==> config.mk <==
export PLATFORM = sky130hd
export DESIGN_NAME = aes128_round_seq
export DESIGN_NICKNAME = d
export VERILOG_FILES = /design/src/rtl/aes128_round_seq.sv
export SDC_FILE = /design/constraint.sdc
export NUM_CORES = 1
export LEC_CHECK = 0
export ABC_AREA = 1
export CELL_PAD_IN_SITES_DETAIL_PLACEMENT = 1
export CELL_PAD_IN_SITES_GLOBAL_PLACEMENT = 1
export CORE_MARGIN = 4
export CORE_UTILIZATION = 33
export DETAILED_ROUTE_END_ITERATION = 8
export PLACE_DENSITY_LB_ADDON = 0.1
export REMOVE_ABC_BUFFERS = 1
export SLEW_MARGIN = 10
export SYNTH_ARGS = -nofsm -noshare
export SYNTH_HDL_FRONTEND = slang
export SYNTH_SLANG_ARGS = --single-unit
==> constraint.sdc <==
create_clock -name clk -period 2.1 [get_ports clk]
set_input_delay 0.525 -clock clk [delete_from_list [all_inputs] [get_ports clk]]
set_output_delay 0.525 -clock clk [all_outputs]
set_load 0.01 [all_outputs]
==> src/rtl/aes128_round_seq.sv <==
// AES-128 round sequencer: issues the fixed op stream for a key schedule,
// an encryption or a decryption to the vector AES datapath, one op per
// valid/ready transfer, and tracks whether a complete key schedule is held.
//
// Handshake: op_valid is high for the whole ISSUE state. A transfer happens
// on a rising clock edge where op_valid & op_ready are both high. op, rk_idx
// and rcon depend only on registered state, so they hold steady while the
// datapath stalls (op_ready low). op_valid never drops inside a job except
// on abort or reset.
module aes128_round_seq #(
   parameter int unsigned NR = 10   // rounds, 1..10
) (
   input  logic       clk,
   input  logic       clrn,
   input  logic       start,
   input  logic [1:0] mode,
   input  logic       abort,
   input  logic       op_ready,
   output logic       op_valid,
   output logic [2:0] op,
   output logic [3:0] rk_idx,
   output logic [7:0] rcon,
   output logic       busy,
   output logic       done,
   output logic       err,
   output logic       key_valid
);

   typedef enum logic [1:0] {
      S_IDLE  = 2'd0,
      S_ISSUE = 2'd1,
      S_FIN   = 2'd2
   } state_t;

   localparam logic [2:0] OP_KS_STORE = 3'd0;
   localparam logic [2:0] OP_KS_STEP  = 3'd1;
   localparam logic [2:0] OP_ARK      = 3'd2;
   localparam logic [2:0] OP_SSM      = 3'd3;
   localparam logic [2:0] OP_SS       = 3'd4;
   localparam logic [2:0] OP_ISSM     = 3'd5;
   localparam logic [2:0] OP_ISS      = 3'd6;
   localparam logic [2:0] OP_IMC_ARK  = 3'd7;

   localparam logic [1:0] MODE_KS  = 2'b00;
   localparam logic [1:0] MODE_ENC = 2'b01;
   localparam logic [1:0] MODE_DEC = 2'b10;

   localparam logic [4:0] LAST_STEP = 5'(2 * NR);
   localparam logic [4:0] SUB_STEP  = 5'(2 * NR - 1);   // final SubBytes/ShiftRows
   localparam logic [3:0] NR_IDX    = 4'(NR);

   state_t     state_q, state_d;
   logic [4:0] step_q, step_d;
   logic [1:0] mode_q, mode_d;
   logic       key_valid_q, key_valid_d;
   logic       err_q, err_d;

   logic       xfer;
   logic       start_ok;

   // AES key-expansion round constants, indexed by key-schedule round.
   function automatic logic [7:0] rc_of(input logic [3:0] i);
      case (i)
         4'd0:    rc_of = 8'h01;
         4'd1:    rc_of = 8'h02;
         4'd2:    rc_of = 8'h04;
         4'd3:    rc_of = 8'h08;
         4'd4:    rc_of = 8'h10;
         4'd5:    rc_of = 8'h20;
         4'd6:    rc_of = 8'h40;
         4'd7:    rc_of = 8'h80;
         4'd8:    rc_of = 8'h1B;
         4'd9:    rc_of = 8'h36;
         default: rc_of = 8'h00;
      endcase
   endfunction

   assign xfer = (state_q == S_ISSUE) && op_ready;

   // Encrypt/decrypt need a finished key schedule; mode 11 is never legal.
   assign start_ok = (mode == MODE_KS) ||
                     (((mode == MODE_ENC) || (mode == MODE_DEC)) && key_valid_q);

   // State and job registers.
   always_ff @(posedge clk or negedge clrn) begin
      if (!clrn) begin
         state_q     <= S_IDLE;
         step_q      <= 5'd0;
         mode_q      <= 2'b00;
         key_valid_q <= 1'b0;
         err_q       <= 1'b0;
      end else begin
         state_q     <= state_d;
         step_q      <= step_d;
         mode_q      <= mode_d;
         key_valid_q <= key_valid_d;
         err_q       <= err_d;
      end
   end

   // Next state: abort wins over any further issue, including the last step.
   always_comb begin
      state_d = state_q;
      case (state_q)
         S_IDLE:  if (start && start_ok) state_d = S_ISSUE;
         S_ISSUE: begin
            if (abort)                             state_d = S_IDLE;
            else if (xfer && step_q == LAST_STEP)  state_d = S_FIN;
         end
         S_FIN:   state_d = S_IDLE;
         default: state_d = S_IDLE;
      endcase
   end

   // Next step counter, latched mode, key-valid flag and reject pulse.
   always_comb begin
      step_d      = step_q;
      mode_d      = mode_q;
      key_valid_d = key_valid_q;
      err_d       = 1'b0;
      case (state_q)
         S_IDLE: begin
            step_d = 5'd0;
            if (start && start_ok) begin
               mode_d = mode;
               // A new key schedule invalidates the old one immediately.
               if (mode == MODE_KS) key_valid_d = 1'b0;
            end
            if (start && !start_ok) err_d = 1'b1;
         end
         S_ISSUE: begin
            if (abort) begin
               step_d = 5'd0;
            end else if (xfer) begin
               if (step_q == LAST_STEP) begin
                  step_d = 5'd0;
                  if (mode_q == MODE_KS) key_valid_d = 1'b1;
               end else begin
                  step_d = step_q + 5'd1;
               end
            end
         end
         default: step_d = 5'd0;
      endcase
   end

   // Outputs and op decode from the registered step and latched mode.
   always_comb begin
      op_valid  = (state_q == S_ISSUE);
      busy      = (state_q != S_IDLE);
      done      = (state_q == S_FIN);
      err       = err_q;
      key_valid = key_valid_q;
      op        = 3'd0;
      rk_idx    = 4'd0;
      rcon      = 8'd0;
      if (state_q == S_ISSUE) begin
         case (mode_q)
            MODE_KS: begin
               if (step_q[0]) begin
                  op   = OP_KS_STEP;
                  rcon = rc_of(step_q[4:1]);
               end else begin
                  op     = OP_KS_STORE;
                  rk_idx = step_q[4:1];
               end
            end
            MODE_ENC: begin
               if (step_q == 5'd0) begin
                  op = OP_ARK;
               end else if (step_q == LAST_STEP) begin
                  op     = OP_ARK;
                  rk_idx = NR_IDX;
               end else if (step_q == SUB_STEP) begin
                  op = OP_SS;
               end else if (step_q[0]) begin
                  op = OP_SSM;
               end else begin
                  op     = OP_ARK;
                  rk_idx = step_q[4:1];
               end
            end
            MODE_DEC: begin
               if (step_q == 5'd0) begin
                  op     = OP_ARK;
                  rk_idx = NR_IDX;
               end else if (step_q == LAST_STEP) begin
                  op = OP_ARK;
               end else if (step_q == SUB_STEP) begin
                  op = OP_ISS;
               end else if (step_q[0]) begin
                  op = OP_ISSM;
               end else begin
                  op     = OP_IMC_ARK;
                  rk_idx = NR_IDX - step_q[4:1];
               end
            end
            default: op = 3'd0;
         endcase
      end
   end

endmodule

# [Word-level counts from Yosys, hierarchy flattened]
# Memories as Yosys holds them, arrays and structs flattened.
# Index checks and enable logic that the tools add are counted.
[totals] reg_bits=11 romBits=128 in_bits=7 output_inout_bits=20 word_cells=82 memories=1
[op_classes] addsub=2 n_eq_ne=16 n_mux=41 n_reduce_logical=17
[mem_list] memory="(no name shown)" words=16 word_bits=8 rd=1 rd_ports_with_merged_regs=0 wr=0 line_no="63" source="case (i)"
[op_table] op="two-way mux 4 bit" n=9
[op_table] op="two-way mux 8 bit" n=3
[op_table] op="two-way mux 5 bit" n=4
[op_table] op="two-way mux 3 bit" n=6
[op_table] op="case mux 4 bit (3 select lines)" n=1
[op_table] op="equality test 5 bit (second input constant)" n=2
[op_table] op="two-way mux 1 bit" n=10
[op_table] op="two-way mux 2 bit" n=5
[op_table] op="case mux 3 bit (3 select lines)" n=1
[op_table] op="AND reduction 7 bit" n=1
[op_table] op="equality test 2 x 1 -> 1 bit (second input constant)" n=3
[op_table] op="equality test 2 bit (second input constant)" n=3
[op_table] op="zero test 2 bit" n=3
[op_table] op="!= test 2 x 1 -> 1 bit (second input constant)" n=3
[op_table] op="!= test 2 bit (second input constant)" n=3
[op_table] op="!= test 3 x 2 -> 1 bit (second input constant)" n=2
[op_table] op="adder 5 x 1 -> 5 bit (second input constant)" n=1
[op_table] op="logical AND 1 bit" n=5
[op_table] op="zero test 5 bit" n=1
[op_table] op="case mux 2 bit (2 select lines)" n=1
[op_table] op="AND reduction 2 bit" n=2
[op_table] op="nonzero test 2 bit" n=2
[op_table] op="subtractor 4 bit (first input constant)" n=1
[op_table] op="logical OR 1 bit" n=2
[op_table] op="other kinds (2)" n=2

# [Longest topological paths before layout]
# Gate-level depths: netlist of run 1.
[logic_depth] ltp_word=8 depth_mapped=9 mapped_depth_nobuf=8

# [Worst setup path after synthesis of run 1]
# Ideal clock, no wire load.
[synth_timing] kind="flip-flop to output port" startpoint="register step_q[0]" endpoint="output port op[1]" t_arrival_ns=1.386 setup_slack_ns=0.189 stages_incl_launch_ff=7 path_cell_list="dfrtp_1 inv_1 ha_1 nand4_4 nand3_2 o21ai_1 a21oi_1"
[synth_via] elab_chain_cells=6 elab_cells_between_ends=12
[synth_rtl] element="start: declaration" line_no="53" source="logic [4:0] step_q, step_d;"
[synth_rtl] element="start signal: assignment" line_no="94" source="step_q <= step_d;"
[synth_rtl] element="equality test 5 bit or two-way mux 2 bit (tied branches)" line_no="174, 189, 191"
[synth_rtl] element="two-way mux 2 bit or two-way mux 3 bit (tied branches)" line_no="189, 174"
[synth_rtl] element="two-way mux 3 bit (on tied branches)" line_no="187, 171"
[synth_rtl] element="two-way mux 3 bit (on tied branches)" line_no="184, 169"
[synth_rtl] element="case mux 3 bit (3 select lines) (*)" line_no="158" source="case (mode_q)"
[synth_rtl] element="two-way mux 3 bit (*)" line_no="157" source="if (state_q == S_ISSUE) begin"
[synth_rtl] element="end: declaration" line_no="20" source="output logic [2:0] op,"
# Mark *: on every way between the ends. The rest lies on a longest branch, timed or not.

# [Worst setup path in the final report of run 1]
[layout_timing] startpoint="register step_q[1]" endpoint="output port rk_idx[2]"
[layout_via] elab_chain_cells=7 elab_cells_between_ends=13
[layout_rtl] element="subtractor 4 bit" line_no="195" source="rk_idx = NR_IDX - step_q[4:1];"
[layout_rtl] element="two-way mux 4 bit" line_no="191" source="end else if (step_q[0]) begin"
[layout_rtl] element="two-way mux 4 bit" line_no="189" source="end else if (step_q == SUB_STEP) begin"
[layout_rtl] element="two-way mux 4 bit" line_no="187" source="end else if (step_q == LAST_STEP) begin"
[layout_rtl] element="two-way mux 4 bit" line_no="184" source="if (step_q == 5'd0) begin"
[layout_rtl] element="case mux 4 bit (3 select lines) (*)" line_no="158"
[layout_rtl] element="two-way mux 4 bit (*)" line_no="157"
[layout_rtl] element="end: declaration" line_no="21" source="output logic [3:0] rk_idx,"
# Marks and branches as above.

==> flow_metrics.tcl, run 1 <==
set metrics [dict create \
    diodes 0 \
    failed_checks "setup timing" \
    drv.max_cap_violation_count 0 \
    clkTransAtPathRegs_ns 0.07 \
    start_util_pct 34.46 \
    status "finished with violations" \
    critical_path_class "reg -> out" \
    worst_pin_slew_ns 0.5153 \
    grt_antenna_before_repair 0 \
    p_total_mw 1.170 \
    place_congestion 0.8121 \
    hold_class "reg -> reg" \
    min_period_over_period_pct 113.0 \
    drive_gt1_share_pct 46.29 \
    final-max-slew-violation-count 0 \
    clock_path_buffers 2 \
    wirelength_um 4609 \
    drt_pass1_iterations 4 \
    groute.usage.overall_pct 18.58 \
    cts.sinks 11 \
    clock_latency_ns 0.27 \
    powerDensity_mw_per_mm2 629.9 \
    cp-end-kind "output port" \
    p_leak_nw 0.9476 \
    grt-ovfl-total 0 \
    routedWlPerCell_um 16.88 \
    crit_path_max_fanout 4 \
    dp_hpwl_um 2950 \
    cts_tree "done" \
    setup_slack_ns -0.2740 \
    syn-cell-area_sq_mm 0.001044 \
    pre_cts_ws_ns -0.2831 \
    synth_warnings 0 \
    coreArea_sq_mm 0.003028 \
    final-hold-violation-count 0 \
    fin_util_pct 61.36 \
    die-width_um 64.23 \
    peakVddDrop_v 0.0004727 \
    r2r_slack_ns 0.49 \
    port_buffers 26 \
    ant_nets 0 \
    die_h_um 64.23 \
    ios 27 \
    grt_max_degree 12 \
    fillers 381 \
    grt_pass1_vias 1324 \
    num_vias 1361 \
    area_growth_syn_to_layout_pct 78.06 \
    cts_root_buf "clkbuf_4" \
    synth.avg_cell_area_sq_um 6.776 \
    grt_pass1_wl_um 6085 \
    rows 20 \
    drt_iter0_drc 48 \
    die_area_sq_mm 0.004125 \
    via_per_inst 4.985 \
    rsz0062_at_grt "yes" \
    arrival_ns 1.85 \
    ys_ff_latch 11 \
    htreeDepth 1 \
    synth.yosys.seq_area_share_pct 26.38 \
    finClkSkew_ns 0.0006106 \
    numCtsBuffers 3 \
    crit_required_ns 1.57 \
    worstSetupStartpointType "register" \
    drc 0 \
    synthDistinctLibCells 26 \
    fin_crit_ns 2.374 \
    relSlewSlack_pct 65.54 \
    fin_nets 246 \
    synthCells 154 \
    fmax_ghz 0.4212 \
    setup_viol 11 \
]
[logic make-up after synthesis]
group / count (synthesis) / share of synthesized area (%)
xor gates and xnor gates: 2 / 1.679
adders and majority gates: 9 / 10.79
AOI/OAI and AO/OA: 26 / 14.39
DFF: 11 / 26.38
buffers and inverters: 26 / 10.91
and+or+nand+nor: 80 / 35.85
[placed cells by master (no fill, tap or decap), types with 2 or more instances in the layout]
| cell type | n |
|---|---|
| ha_2 | 2 |
| inv_2 | 4 |
| buf_4 | 37 |
| clkbuf_2 | 2 |
| dfrtp_1 | 7 |
| nor2_1 | 15 |
| clkbuf_4 | 3 |
| dfrtp_2 | 4 |
| nor2_4 | 3 |
| buf_6 | 8 |
| nand3_4 | 4 |
| nand3_1 | 10 |
| nand2_1 | 33 |
| buf_12 | 2 |
| clkdlybuf4s50_1 | 10 |
| a21oi_1 | 8 |
| ha_4 | 4 |
| a21oi_2 | 3 |
| inv_1 | 17 |
| nor2_2 | 6 |
| o21ai_2 | 2 |
| o21ai_0 | 5 |
| o21ai_1 | 3 |
| ha_1 | 3 |
| nand2_2 | 4 |
| buf_2 | 12 |
| xor2_1 | 2 |
[what timing repair did]
action | CTS | global route
pin swaps | 0 | 14
endpoints found under the setup margin | 16 | 17
hold buffers | 0 | 0
resized for setup | 63 | 47
setup buffers | 5 | 13
[synthesized netlist by cell type, drive strengths merged]
cell type	n	area (sq um)
o21a	1	7.510
nor2	24	100.1
nand3b	1	7.510
nand3	15	90.09
a21o	1	7.510
clkinv	1	5.000
xor2	2	17.52
nor3	1	5.000
o22ai	1	6.260
dfrtp	11	275.3
o21ai	10	53.80
a22oi	1	7.510
a21oi	11	55.05
nand2	37	143.9
nand4	2	27.53
o211ai	1	12.51
inv	23	86.33
ha	9	112.6
buf	2	22.52
[report_power, final]
part,switching (mW),internal [mW]
combinational,0.428,0.295
sequential,0.0472,0.258
clock,0.0682,0.0736
total,0.544,0.626
[sequential cells by signal, summed over array words and instances, names as in the netlist]
register   flops
err            1
mode_q         2
state_q        2
key_valid      1
step_q         5
[worst max-delay path, stage by stage, from the launching register on]
cell     delay (ns)
dfrtp_2        0.45
buf_6          0.13
buf_6          0.11
ha_4           0.15
xor2_1         0.14
nand3_1        0.10
o21a_1         0.20
nor2_1         0.14
buf_2          0.16
[layout make-up]
cell class | instances | area (sq um) | area share [%]
Tap cell | 44 | 55.05 | 2.963
Multi-Input combinational cell | 117 | 797.0 | 42.90
Sequential cell | 11 | 280.3 | 15.08
Timing Repair Buffer | 73 | 600.6 | 32.32
Inverter | 24 | 98.84 | 5.320
Clock buffer | 4 | 26.28 | 1.414
[final timing paths]
check | start | to | cells after the start
min in group asynchronous | clrn | key_valid | 1
worst min register to register | key_valid | key_valid | 2
worst max register to register | step_q[0] | step_q[2] | 8
worst max-delay path | step_q[1] | rk_idx[2] | 8
worst min-delay path | key_valid | key_valid | 2
max in group asynchronous | clrn | step_q[4] | 1
[routing by layer]
layer / GRT usage, % / vias to the layer above / wire length [um]
li1: - / 648 / -
met3: 1.406 / 15 / 121
met5: 0 / - / 0
met1: 20.45 / 661 / 1906
met4: 5.805 / 0 / 116
met2: 36.90 / 37 / 2464
[metrics by stage]
| step | instance area [sq um] | std cells | hold WS [ns] | TNS, ns |
|---|---|---|---|---|
| floorplan | 1021 | 152 | 0.2294 | 0 |
| global placement | 1554 | 251 | 0.5056 | -1.286 |
| detailed placement | 1554 | 251 | 0.5316 | -2.277 |
| CTS | 1647 | 260 | 0.5484 | -0.7189 |
| global route | 1858 | 273 | 0.5995 | -2.232 |
| finish | 1858 | 273 | 0.5461 | -1.163 |
Power figures use the tool's default switching activity.
==> inputs of run 2 (changes only) <==
--- a/config.mk
+++ b/config.mk
@@ -9,10 +9,11 @@
 export CELL_PAD_IN_SITES_DETAIL_PLACEMENT = 1
 export CELL_PAD_IN_SITES_GLOBAL_PLACEMENT = 1
 export CORE_MARGIN = 4
-export CORE_UTILIZATION = 33
+export CORE_UTILIZATION = 36
 export DETAILED_ROUTE_END_ITERATION = 8
 export PLACE_DENSITY_LB_ADDON = 0.1
 export REMOVE_ABC_BUFFERS = 1
+export SKIP_CTS_REPAIR_TIMING = 1
 export SLEW_MARGIN = 10
 export SYNTH_ARGS = -nofsm -noshare
 export SYNTH_HDL_FRONTEND = slang
==> constraint.sdc (replaced) <==
create_clock -name clk -period 2.75 [get_ports clk]
set_input_delay 0.6875 -clock clk [delete_from_list [all_inputs] [get_ports clk]]
set_output_delay 0.6875 -clock clk [all_outputs]
set_load 0.01 [all_outputs]
==> flow_metrics.tcl, run 2 (synthesis gave the netlist of run 1 again) <==
set metrics [dict create \
    combPwrFrac_pct 54.5 \
    rr_startpoint "step_q[1]" \
    final-max-slew-violation-count 0 \
    crit_top_cell "nor2_1" \
    max_stage_delay_ns 0.55 \
    worstHoldStart "mode_q[0]" \
    cts_tree "done" \
    setup_slack_ns 0.1111 \
    drv.max_cap_violation_count 0 \
    fillers 360 \
    worstSetupStartpointType "register" \
    die-width_um 61.84 \
    crit_slowest_cell "clkdlybuf4s50_1" \
    status "completed" \
    finClkSkew_ns 0.002288 \
    setup_viol 0 \
    ios 27 \
    cts.sinks 11 \
    p_total_mw 0.7523 \
    dpl_cell_area_sq_mm 0.001343 \
    timing.hold.ws_ns 0.5515 \
    grt_max_degree 12 \
    arrival_ns 1.95 \
    numCtsBuffers 3 \
    final_area_sq_mm 0.001445 \
    clock_path_buffers 2 \
    final-hold-violation-count 0 \
    critical_path_class "reg -> out" \
    layout_common_cells "nand2_1 (35), nor2_1 (21), inv_1 (20)" \
    grt_antenna_before_repair 0 \
    grt_pass1_wl_um 4857 \
    peakVddDrop_v 0.0003922 \
    rsz0062_at_grt "no" \
    p_clk_share_pct 15.1 \
    switching_share_pct 44.35 \
    path_cells "buf_4 > ha_1 > nand2_1 > nor2_1 > nand3_1 > nor2_1 > clkdlybuf4s50_1" \
    die_area_sq_mm 0.003824 \
    crit_required_ns 2.06 \
    relSlewSlack_pct 65.35 \
    p_leak_nw 0.8132 \
    fin_nets 207 \
    reg.largest.list "step_q (5), mode_q (2), state_q (2)" \
    multiInputGateArea_sq_um 666.9 \
    drive_gt1_share_pct 17.37 \
    cts_root_buf "clkbuf_4" \
    wirelength_um 3058 \
    top_register "step_q" \
    htreeDepth 1 \
    p_seq_share_pct 30.4 \
    p_sw_mw 0.3337 \
    min_period_over_period_pct 95.96 \
    grt-ovfl-total 0 \
    cp-end-kind "output port" \
    powerDensity_mw_per_mm2 520.6 \
    crit_path_max_fanout 7 \
    rows 19 \
    die_h_um 61.84 \
    clock_latency_ns 0.27 \
    clkTransAtPathRegs_ns 0.07 \
    final_common_cell "nand2_1" \
    largest_reg_flops 5 \
    place_congestion 0.8089 \
    drc 0 \
    dp_hpwl_um 2354 \
    seq_area_sq_um 280.3 \
    p_int_mw 0.4186 \
    grt_pass1_vias 1093 \
    fin_crit_ns 2.639 \
    coreArea_sq_mm 0.002758 \
    crit_start "step_q[1]" \
    groute.usage.overall_pct 17.26 \
    fmax_ghz 0.3789 \
    pre_cts_ws_ns 0.1125 \
    start_util_pct 37.84 \
    num_vias 1109 \
    port_buffers 26 \
    ant_nets 0 \
    hold_class "reg -> reg" \
    drt_pass1_iterations 3 \
    worst_pin_slew_ns 0.5181 \
    routedWlPerCell_um 13.84 \
    drt_iter0_drc 35 \
    area_growth_syn_to_layout_pct 38.49 \
    diodes 0 \
    via_per_inst 5.018 \
]
==> run 2: cell count changes in the layout (fill, tap and decap cells not counted), moves of 4 or more <==
cell and change:
ha_1 +4, nor2_2 -4, nand3_4 -4, buf_4 -30, ha_4 -4, clkdlybuf4s50_1 +9
nor2_1 +6, buf_6 -7, buf_2 -12, dlymetal6s2s_1 +6
==> run 2: worst paths after layout <==
kind,cells after the start,endpoint,slack [ns]
min in group asynchronous,1,state_q[1],0.76
worst max register to register,8,step_q[2],1.13
worst max-delay path,7,rcon[7],0.11
max in group asynchronous,1,step_q[1],1.62
worst min register to register,2,mode_q[0],0.55
worst min-delay path,2,mode_q[0],0.55
==> run 2: cell type report <==
class	instances	area share [%]
timing repair buffer	34	23.64
tap	31	2.684
clock buffer	4	1.818
sequential	11	19.39
inverter	24	6.320
multi-input combinational	117	46.15
==> run 2: stage by stage <==
stage | std cells | TNS, ns | util [%]
3_5_place_dp | 212 | 0 | 48.68
2_1_floorplan | 152 | 0 | -
5_1_grt | 221 | 0 | 52.40
6_report | 221 | 0 | 52.40
3_3_place_gp | 212 | 0 | 48.68
4_1_cts | 216 | -1.073 | 49.64
==> run 2: layer usage <==
metal  share of wire [%]  track usage (%)  routed length [um]
met3                 2.2            1.860                  68
met2                  52            30.49                1589
met5                   0                0                   0
met1                  45            21.91                1365
met4                 1.1            5.455                  34
==> run 2: critical path, delay by kind of cell (launching register included) <==
family / cells / cell delay (ns)
simple gates: 4 / 0.38
flops: 1 / 0.45
fa+ha+maj: 1 / 0.15
buf+inv: 2 / 0.69
==> run 2: power groups by stage <==
stage,Combinational (mW),Clock (mW),Sequential (mW)
2_1_floorplan,0.242,0,0.228
3_3_place_gp,0.391,0,0.231
3_5_place_dp,0.400,0,0.235
4_1_cts,0.402,0.119,0.231
5_1_grt,0.461,0.125,0.234
6_report,0.410,0.114,0.228
